`src/rtl/mm_read_arbiter_pkg.sv`:
```
// Shared types and constants for the round-robin Avalon-MM read arbiter.
package arb_pkg;

    typedef enum logic [1:0] {
        IDLE,
        ISSUE,
        WAIT_RESP
    } arb_state_t;

    localparam int ARB_MAX_REQ         = 8;
    localparam int ARB_DEFAULT_TIMEOUT = 255;

endpackage

```
`src/rtl/mm_read_arbiter_rr_pick.sv`:
```
// Combinational round-robin picker: first set request at or after ptr, wrapping at NUM_REQ.
module rr_pick #(
    parameter int NUM_REQ = 2,
    parameter int PTR_W   = $clog2(NUM_REQ)
) (
    input  logic [NUM_REQ-1:0] req,
    input  logic [PTR_W-1:0]   ptr,
    output logic [PTR_W-1:0]   grant_idx,
    output logic               any
);

    localparam logic [PTR_W:0] NUM_REQ_W = (PTR_W + 1)'(NUM_REQ);

    // NOTE: every output of a combinational block gets a default before any
    // conditional assignment, otherwise synthesis infers a latch.
    always_comb begin
        logic [PTR_W:0] idx;
        grant_idx = '0;
        any       = 1'b0;
        idx       = '0;
        for (int k = 0; k < NUM_REQ; k++) begin
            idx = {1'b0, ptr} + (PTR_W + 1)'(k);
            if (idx >= NUM_REQ_W) begin
                idx = idx - NUM_REQ_W;
            end
            if (!any && req[idx[PTR_W-1:0]]) begin
                any       = 1'b1;
                grant_idx = idx[PTR_W-1:0];
            end
        end
    end

endmodule

```
`src/rtl/mm_read_arbiter.sv`:
```
// Round-robin arbiter sharing one Avalon-MM read port among NUM_REQ masters, one read in flight.
// Optional response watchdog enabled by defining ARB_TIMEOUT_EN.
module mm_read_arbiter
    import arb_pkg::*;
#(
    parameter int NUM_REQ     = 2,
    parameter int ADDR_W      = 32,
    parameter int DATA_W      = 64,
    parameter int TIMEOUT_CYC = ARB_DEFAULT_TIMEOUT
) (
    input  logic                           clk,
    input  logic                           rst,
    input  logic [NUM_REQ-1:0]             req_read,
    input  logic [NUM_REQ-1:0][ADDR_W-1:0] req_address,
    output logic [NUM_REQ-1:0]             req_waitrequest,
    output logic [NUM_REQ-1:0]             req_readdatavalid,
    output logic [DATA_W-1:0]              req_readdata,
    output logic [ADDR_W-1:0]              mm_address,
    output logic                           mm_read,
    input  logic [DATA_W-1:0]              mm_readdata,
    input  logic                           mm_readdatavalid,
    input  logic                           mm_waitrequest,
    output logic [2:0]                     grant_id,
    output logic                           busy,
    output logic                           err_spurious,
    output logic                           err_timeout
);

    localparam int             PTR_W     = $clog2(NUM_REQ);
    localparam logic [PTR_W:0] NUM_REQ_W = (PTR_W + 1)'(NUM_REQ);

    arb_state_t       state;
    logic [PTR_W-1:0] rr_ptr;
    logic [PTR_W-1:0] grant;
    logic [PTR_W-1:0] pick_idx;
    logic             pick_any;
    logic [PTR_W:0]   ptr_inc;
    logic [PTR_W-1:0] next_ptr;
    logic             accept;
    logic             resp_hit;
    logic             timeout_hit;

    rr_pick #(
        .NUM_REQ (NUM_REQ),
        .PTR_W   (PTR_W)
    ) u_rr_pick (
        .req       (req_read),
        .ptr       (rr_ptr),
        .grant_idx (pick_idx),
        .any       (pick_any)
    );

    // Explicit wrap keeps non-power-of-2 requester counts legal.
    assign ptr_inc  = {1'b0, grant} + (PTR_W + 1)'(1);
    assign next_ptr = (ptr_inc >= NUM_REQ_W) ? '0 : ptr_inc[PTR_W-1:0];

    assign accept   = (state == ISSUE) && mm_read && !mm_waitrequest && !rst;
    assign resp_hit = (state == WAIT_RESP) && mm_readdatavalid && !rst;

`ifdef ARB_TIMEOUT_EN
    localparam int CNT_W = ($clog2(TIMEOUT_CYC + 1) > 8) ? $clog2(TIMEOUT_CYC + 1) : 8;

    logic [CNT_W-1:0] wd_cnt;

    // Held at zero through ISSUE so the count starts fresh on entry to WAIT_RESP.
    always_ff @(posedge clk) begin
        if (rst) begin
            wd_cnt <= '0;
        end else if (state == ISSUE) begin
            wd_cnt <= '0;
        end else if (state == WAIT_RESP) begin
            wd_cnt <= wd_cnt + CNT_W'(1);
        end
    end

    // A real response on the expiry cycle wins over the watchdog.
    assign timeout_hit = (state == WAIT_RESP) && !mm_readdatavalid && !rst &&
                         (wd_cnt == CNT_W'(TIMEOUT_CYC));
`else
    // TIMEOUT_CYC is always positive, so the watchdog never fires in this build.
    assign timeout_hit = (TIMEOUT_CYC < 0);
`endif

    // NOTE: sequential state uses non-blocking assignments so every register
    // samples pre-edge values regardless of statement order.
    always_ff @(posedge clk) begin
        if (rst) begin
            state        <= IDLE;
            rr_ptr       <= '0;
            grant        <= '0;
            mm_read      <= 1'b0;
            mm_address   <= '0;
            err_spurious <= 1'b0;
            err_timeout  <= 1'b0;
        end else begin
            err_spurious <= mm_readdatavalid && (state != WAIT_RESP);
            err_timeout  <= timeout_hit;
            case (state)
                IDLE: begin
                    if (pick_any) begin
                        grant      <= pick_idx;
                        mm_read    <= 1'b1;
                        mm_address <= req_address[pick_idx];
                        state      <= ISSUE;
                    end
                end
                ISSUE: begin
                    if (!mm_waitrequest) begin
                        mm_read <= 1'b0;
                        state   <= WAIT_RESP;
                    end
                end
                WAIT_RESP: begin
                    if (resp_hit || timeout_hit) begin
                        rr_ptr <= next_ptr;
                        state  <= IDLE;
                    end
                end
                default: state <= IDLE;
            endcase
        end
    end

    always_comb begin
        req_waitrequest   = '1;
        req_readdatavalid = '0;
        req_readdata      = '0;
        if (accept) begin
            req_waitrequest[grant] = 1'b0;
        end
        if (resp_hit) begin
            req_readdatavalid[grant] = 1'b1;
            req_readdata             = mm_readdata;
        end else if (timeout_hit) begin
            req_readdatavalid[grant] = 1'b1;
        end
    end

    assign busy     = (state != IDLE);
    assign grant_id = 3'(grant);

endmodule

```
`config.mk`:
```
export PLATFORM = sky130hd
export DESIGN_NAME = mm_read_arbiter
export DESIGN_NICKNAME = d
export VERILOG_FILES = /design/src/rtl/mm_read_arbiter_pkg.sv /design/src/rtl/mm_read_arbiter_rr_pick.sv /design/src/rtl/mm_read_arbiter.sv
export SDC_FILE = /design/constraint.sdc
export NUM_CORES = 1
export LEC_CHECK = 0
export BUFFER_PORTS_ARGS = -buffer_cell sky130_fd_sc_hd__buf_4
export CORE_UTILIZATION = 29
export DETAILED_ROUTE_END_ITERATION = 12
export HOLD_SLACK_MARGIN = 0.15
export PLACE_DENSITY = 0.66
export SETUP_SLACK_MARGIN = 0.02
export SLEW_MARGIN = 20
export SYNTH_ARGS = -nofsm -noshare
export SYNTH_HDL_FRONTEND = slang
export SYNTH_SLANG_ARGS = --single-unit
```
`constraint.sdc`:
```
create_clock -name clk -period 1.8 [get_ports clk]
set_clock_uncertainty 0.1 [all_clocks]
set_input_delay 0.09 -clock clk [delete_from_list [all_inputs] [get_ports clk]]
set_output_delay 0.09 -clock clk [all_outputs]
set_load 0.03 [all_outputs]
```
## Word level (Yosys, flattened, before mapping)

Cells that the tools add are included.

| word-level totals | value |
|---|---|
| bits in registers | 38 |
| bits in latches | 0 |
| bits in writable memories | 0 |
| ROM bits | 0 |
| bits of input ports | 134 |
| output and inout bits | 107 |
| logic and storage cells | 68 |
| memories kept | 0 |

| operators by class | value |
|---|---|
| add/sub/neg operators | 4 |
| $mul | 0 |
| divide/modulo/power cells | 0 |
| $lt $le $gt $ge | 8 |
| equality and inequality tests | 6 |
| shifts and indexed selects | 0 |
| mux-type cells | 25 |
| bitwise logic cells | 1 |
| reductions and logical operators | 18 |

Operators with widths:

| cell | count |
|---|---|
| $mux 32 | 2 |
| $mux 64 | 1 |
| $mux 1 | 14 |
| $mux 2 | 5 |
| $logic_and 1x1->1 | 8 |
| $lt 1x2->1 const B | 4 |
| $ne 2x2->1 const B | 4 |
| $pmux 2 s3 | 1 |
| $reduce_and 3->1 | 2 |
| $add 1x1->2 const B | 2 |
| $ge 2x2->1 const B | 2 |
| $reduce_and 2->1 | 2 |
| $reduce_bool 2->1 | 2 |
| $logic_not 1->1 | 3 |
| $eq 2x1->1 const B | 1 |
| $eq 2x2->1 const B | 1 |
| $ge 1x2->1 const B | 1 |
| $logic_not 2->1 | 1 |
| $not 2->2 | 1 |
| $pmux 1 s2 | 1 |
| $sub 1x1->1 const B | 2 |
| $demux 1 s1 | 1 |
| $ge 1x1->1 const B | 1 |

## Logic depth before layout (Yosys ltp)

| logic depth | value |
|---|---|
| word-level depth | 10 |
| gate-level depth with buffers | 7 |
| gate-level depth less buffers | 3 |

## By module

Synthesis repeated with hierarchy kept, for this count alone.

| second synthesis, totals | value |
|---|---|
| cells, all modules | 256 |
| area, all modules | 2,463.6 um^2 |

By module, submodules not included:

| module | times used | cells an instance | area each (um^2) | seq. area each (um^2) |
|---|---|---|---|---|
| mm_read_arbiter | 1 | 253 | 2,446.1 | 760.7 |
| rr_pick | 1 | 3 | 17.5 | 0.0 |

## Least setup slack after synthesis

No wires, ideal clock.

| timing path | value |
|---|---|
| kind | register -> output |
| start | register state[0] |
| end | output req_waitrequest[0] |
| arrival time | 1,410 ps |
| required time | 1,610 ps |
| slack | 200 ps |
| cell stages (with the launch flop) | 3 |
| path buffers | 0 |
| cells stage by stage | dfxtp_1 > or3b_1 > or4b_1 |

| on the way | value |
|---|---|
| longest elaborated chain between the ends | 5 |

Ends and longest elaborated chain:

| element | line | RTL |
|---|---|---|
| start: declaration | mm_read_arbiter.sv:32 | `arb_state_t state;` |
| start signal: assignment | mm_read_arbiter.sv:88 | `state <= IDLE;` |
| start signal: assignment | mm_read_arbiter.sv:104 | `state <= ISSUE;` |
| start signal: assignment | mm_read_arbiter.sv:110 | `state <= WAIT_RESP;` |
| $eq 2x1->1 | mm_read_arbiter.sv:57 | `assign accept = (state == ISSUE) && mm_read && !mm_waitrequest && !rst;` |
| $logic_and 1x1->1 (3 in series) | mm_read_arbiter.sv:57 |  |
| $mux 2 | mm_read_arbiter.sv:128 | `if (accept) begin` |
| end: declaration | mm_read_arbiter.sv:15 | `output logic [NUM_REQ-1:0] req_waitrequest,` |

Every way passes these cells.

## Final worst setup path

Ends and elaborated chain as after synthesis.

==> results.json <==
{
  "numCtsBuffers": 5,
  "detail_route.iter0.violations": 108,
  "cp_max_fo": 4,
  "synth_seq_cells": 38,
  "fillers": 684,
  "multiInputGateArea_um2": 1550,
  "dpl_cell_area_um2": 4330,
  "die_y_um": 95.0,
  "path_clk_slew_ns": 0.08,
  "dieArea_um2": 9030,
  "run_status": "finished with violations",
  "num_antenna_cells": 0,
  "post-route-period-util": 1.05,
  "min_period_ns": 1.89,
  "num_vias": 3489,
  "dp_cells": 616,
  "grt_max_degree": 39,
  "gp_congestion": 0.774,
  "crit_type": "reg -> out",
  "rsz0062_at_grt": "yes",
  "worst_pin_slew_ns": 0.622,
  "crit_required_ns": 1.61,
  "netlist_area_um2": 2510,
  "drive_above_1_share": 0.514,
  "ios": 241,
  "core-area_um2": 8300,
  "grt_antenna_before_repair": 0,
  "maxSlewViolCount": 0,
  "regArea_um2": 763,
  "floorplan.initialDensity": 0.302,
  "setup_viol": 2,
  "vias_per_cell": 4.98,
  "synth_cell_types": 28,
  "ant_nets": 0,
  "violations": "setup timing",
  "rows": 33,
  "clkLatencyLatePin_ns": 0.29,
  "finish.utilization": 0.626,
  "avgSynthCellArea_um2": 8.42,
  "area_delta_synth_final_pct": 107,
  "yosysWarnings": 0,
  "finalHoldViolCount": 0,
  "grt_pass1_wl_mm": 16.2,
  "cts-root-buf": "clkbuf_8",
  "drtPass1Iterations": 4,
  "ir_drop_v": 0.000334,
  "layoutNonFillerInstCount": 700,
  "post-route-drc-count": 0,
  "cts_sinks": 38,
  "crit_path_end_kind": "output port",
  "final_cell_area_um2": 5200,
  "dp_hpwl_mm": 7.56,
  "grt-ovfl-total": 0,
  "p_leak_nw": 2.41,
  "avgRoutedWirePerCell_um": 16.4,
  "first_global_vias": 3360,
  "syn_inst": 298,
  "worstPathArrival_ns": 1.70,
  "power.density_nw_per_um2": 540,
  "total_power_mw": 2.81,
  "h-tree-depth": 2,
  "grtUsageTotal": 0.230,
  "portBuffers": 237,
  "final_nets": 728,
  "startpoint_type": "flip-flop",
  "clock_path_buffers": 2,
  "cap_violations": 0,
  "drt-total-wl_mm": 11.5,
  "slew_headroom": 0.585,
  "fmaxAchievable_ghz": 0.530,
  "fin_ws_ns": -0.0860,
  "cts_tree": "yes",
  "ys_seq_area_frac": 0.303,
  "dieWidth_um": 95.0,
  "hp-class": "in -> reg"
}
## metal layers
layer | vias to the layer above | share of wire | track usage
li1 | 1655 | - | -
met1 | 1640 | 0.37 | 0.254
met2 | 171 | 0.54 | 0.447
met3 | 23 | 0.065 | 0.0375
met4 | 0 | 0.021 | 0.0682
met5 | - | 0 | 0
## power by group
group / internal (mW) / switching (mW) / total, mW / leakage (nW)
logic: 0.583 / 0.605 / 1.19 / 2.05
registers: 0.932 / 0.0560 / 0.988 / 0.316
clock network: 0.308 / 0.321 / 0.629 / 0.0472
total: 1.82 / 0.982 / 2.81 / 2.41
## worst max-delay path, cell delays in order (launching register included)
cell	delay (ns)
dfxtp_2	0.36
or3b_4	0.40
or4b_4	0.49
buf_6	0.15
## repair_timing
action / 4_1_cts / 5_1_grt
setup endpoints to repair: 57 / 58
cloned: 0 / 1
hold buffers: 68 / 0
pin swaps: 0 / 1
resized for setup: 7 / 2
hold endpoints to repair: 35 / 0
buffers inserted: 5 / 2
## worst paths after layout
path                                startpoint                 end  slack, ns  depth (start not counted)
worst min-delay path               req_read[0]               grant       0.27                          5
worst max-delay path                  state[0]  req_waitrequest[0]      -0.09                          3
worst min register to register  mm_address[31]      mm_address[31]       0.44                          2
worst max register to register        state[0]            state[1]       0.03                          4
## layout by cell type, fill, tap and decap left out, types with 3 or more instances in the layout
master,netlist,routed
o21ai_0,32,32
buf_4,4,254
nand3_1,33,33
a311oi_2,30,30
clkbuf_8,0,6
dlygate4sd3_1,0,68
a21oi_1,34,34
dfxtp_1,38,36
inv_1,3,3
buf_6,6,3
conb_1,1,3
and2_1,66,66
## registers in the layout, indices dropped and copies added (netlist names)
name          cells
mm_address       32
state             2
err_spurious      1
grant             1
mm_read           1
rr_ptr            1
## Yosys cell counts (all sizes together)
cell	n	area share
nor2	3	0.0055
mux2i	2	0.0080
a22oi	1	0.0030
and4bb	1	0.0050
nor2b	2	0.0050
nor3	1	0.0020
nand2b	2	0.0050
or3b	1	0.0035
or2	1	0.0025
a311oi	32	0.19
a21o	1	0.0030
nand3	33	0.066
or4b	2	0.0080
and2	67	0.17
buf	14	0.046
clkbuf	26	0.039
a21oi	34	0.068
conb	1	0.0015
dfxtp	38	0.30
inv	3	0.0045
nor3b	1	0.0030
o21ai	32	0.064
## area by class of cell
class	count	area share
clock buffers	6	0.0159
clock inverters	2	0.00241
inverters	3	0.00217
multi-input cells	220	0.299
flip-flops and latches	38	0.147
well taps	105	0.0253
repair buffers	326	0.508
## cells by family after synthesis
kind of cell | after synthesis | synth area share
AND/OR/NAND/NOR | 114 | 0.273
AO/OA/AOI/OAI | 100 | 0.324
buffers and inverters | 43 | 0.0898
flip-flops | 38 | 0.303
multiplexers | 2 | 0.00798
other | 1 | 0.00149
## through the flow
stage	setup slack (ns)	hold WS [ns]	TNS, ns
floorplan	0.200	0.157	0
global placement	0.140	0.285	0
detailed placement	0.117	0.287	0
CTS	-0.0892	0.198	-0.342
global route	-0.109	0.309	-0.214
finish	-0.0860	0.269	-0.165
Note: power is estimated with default switching activity, not from simulation.
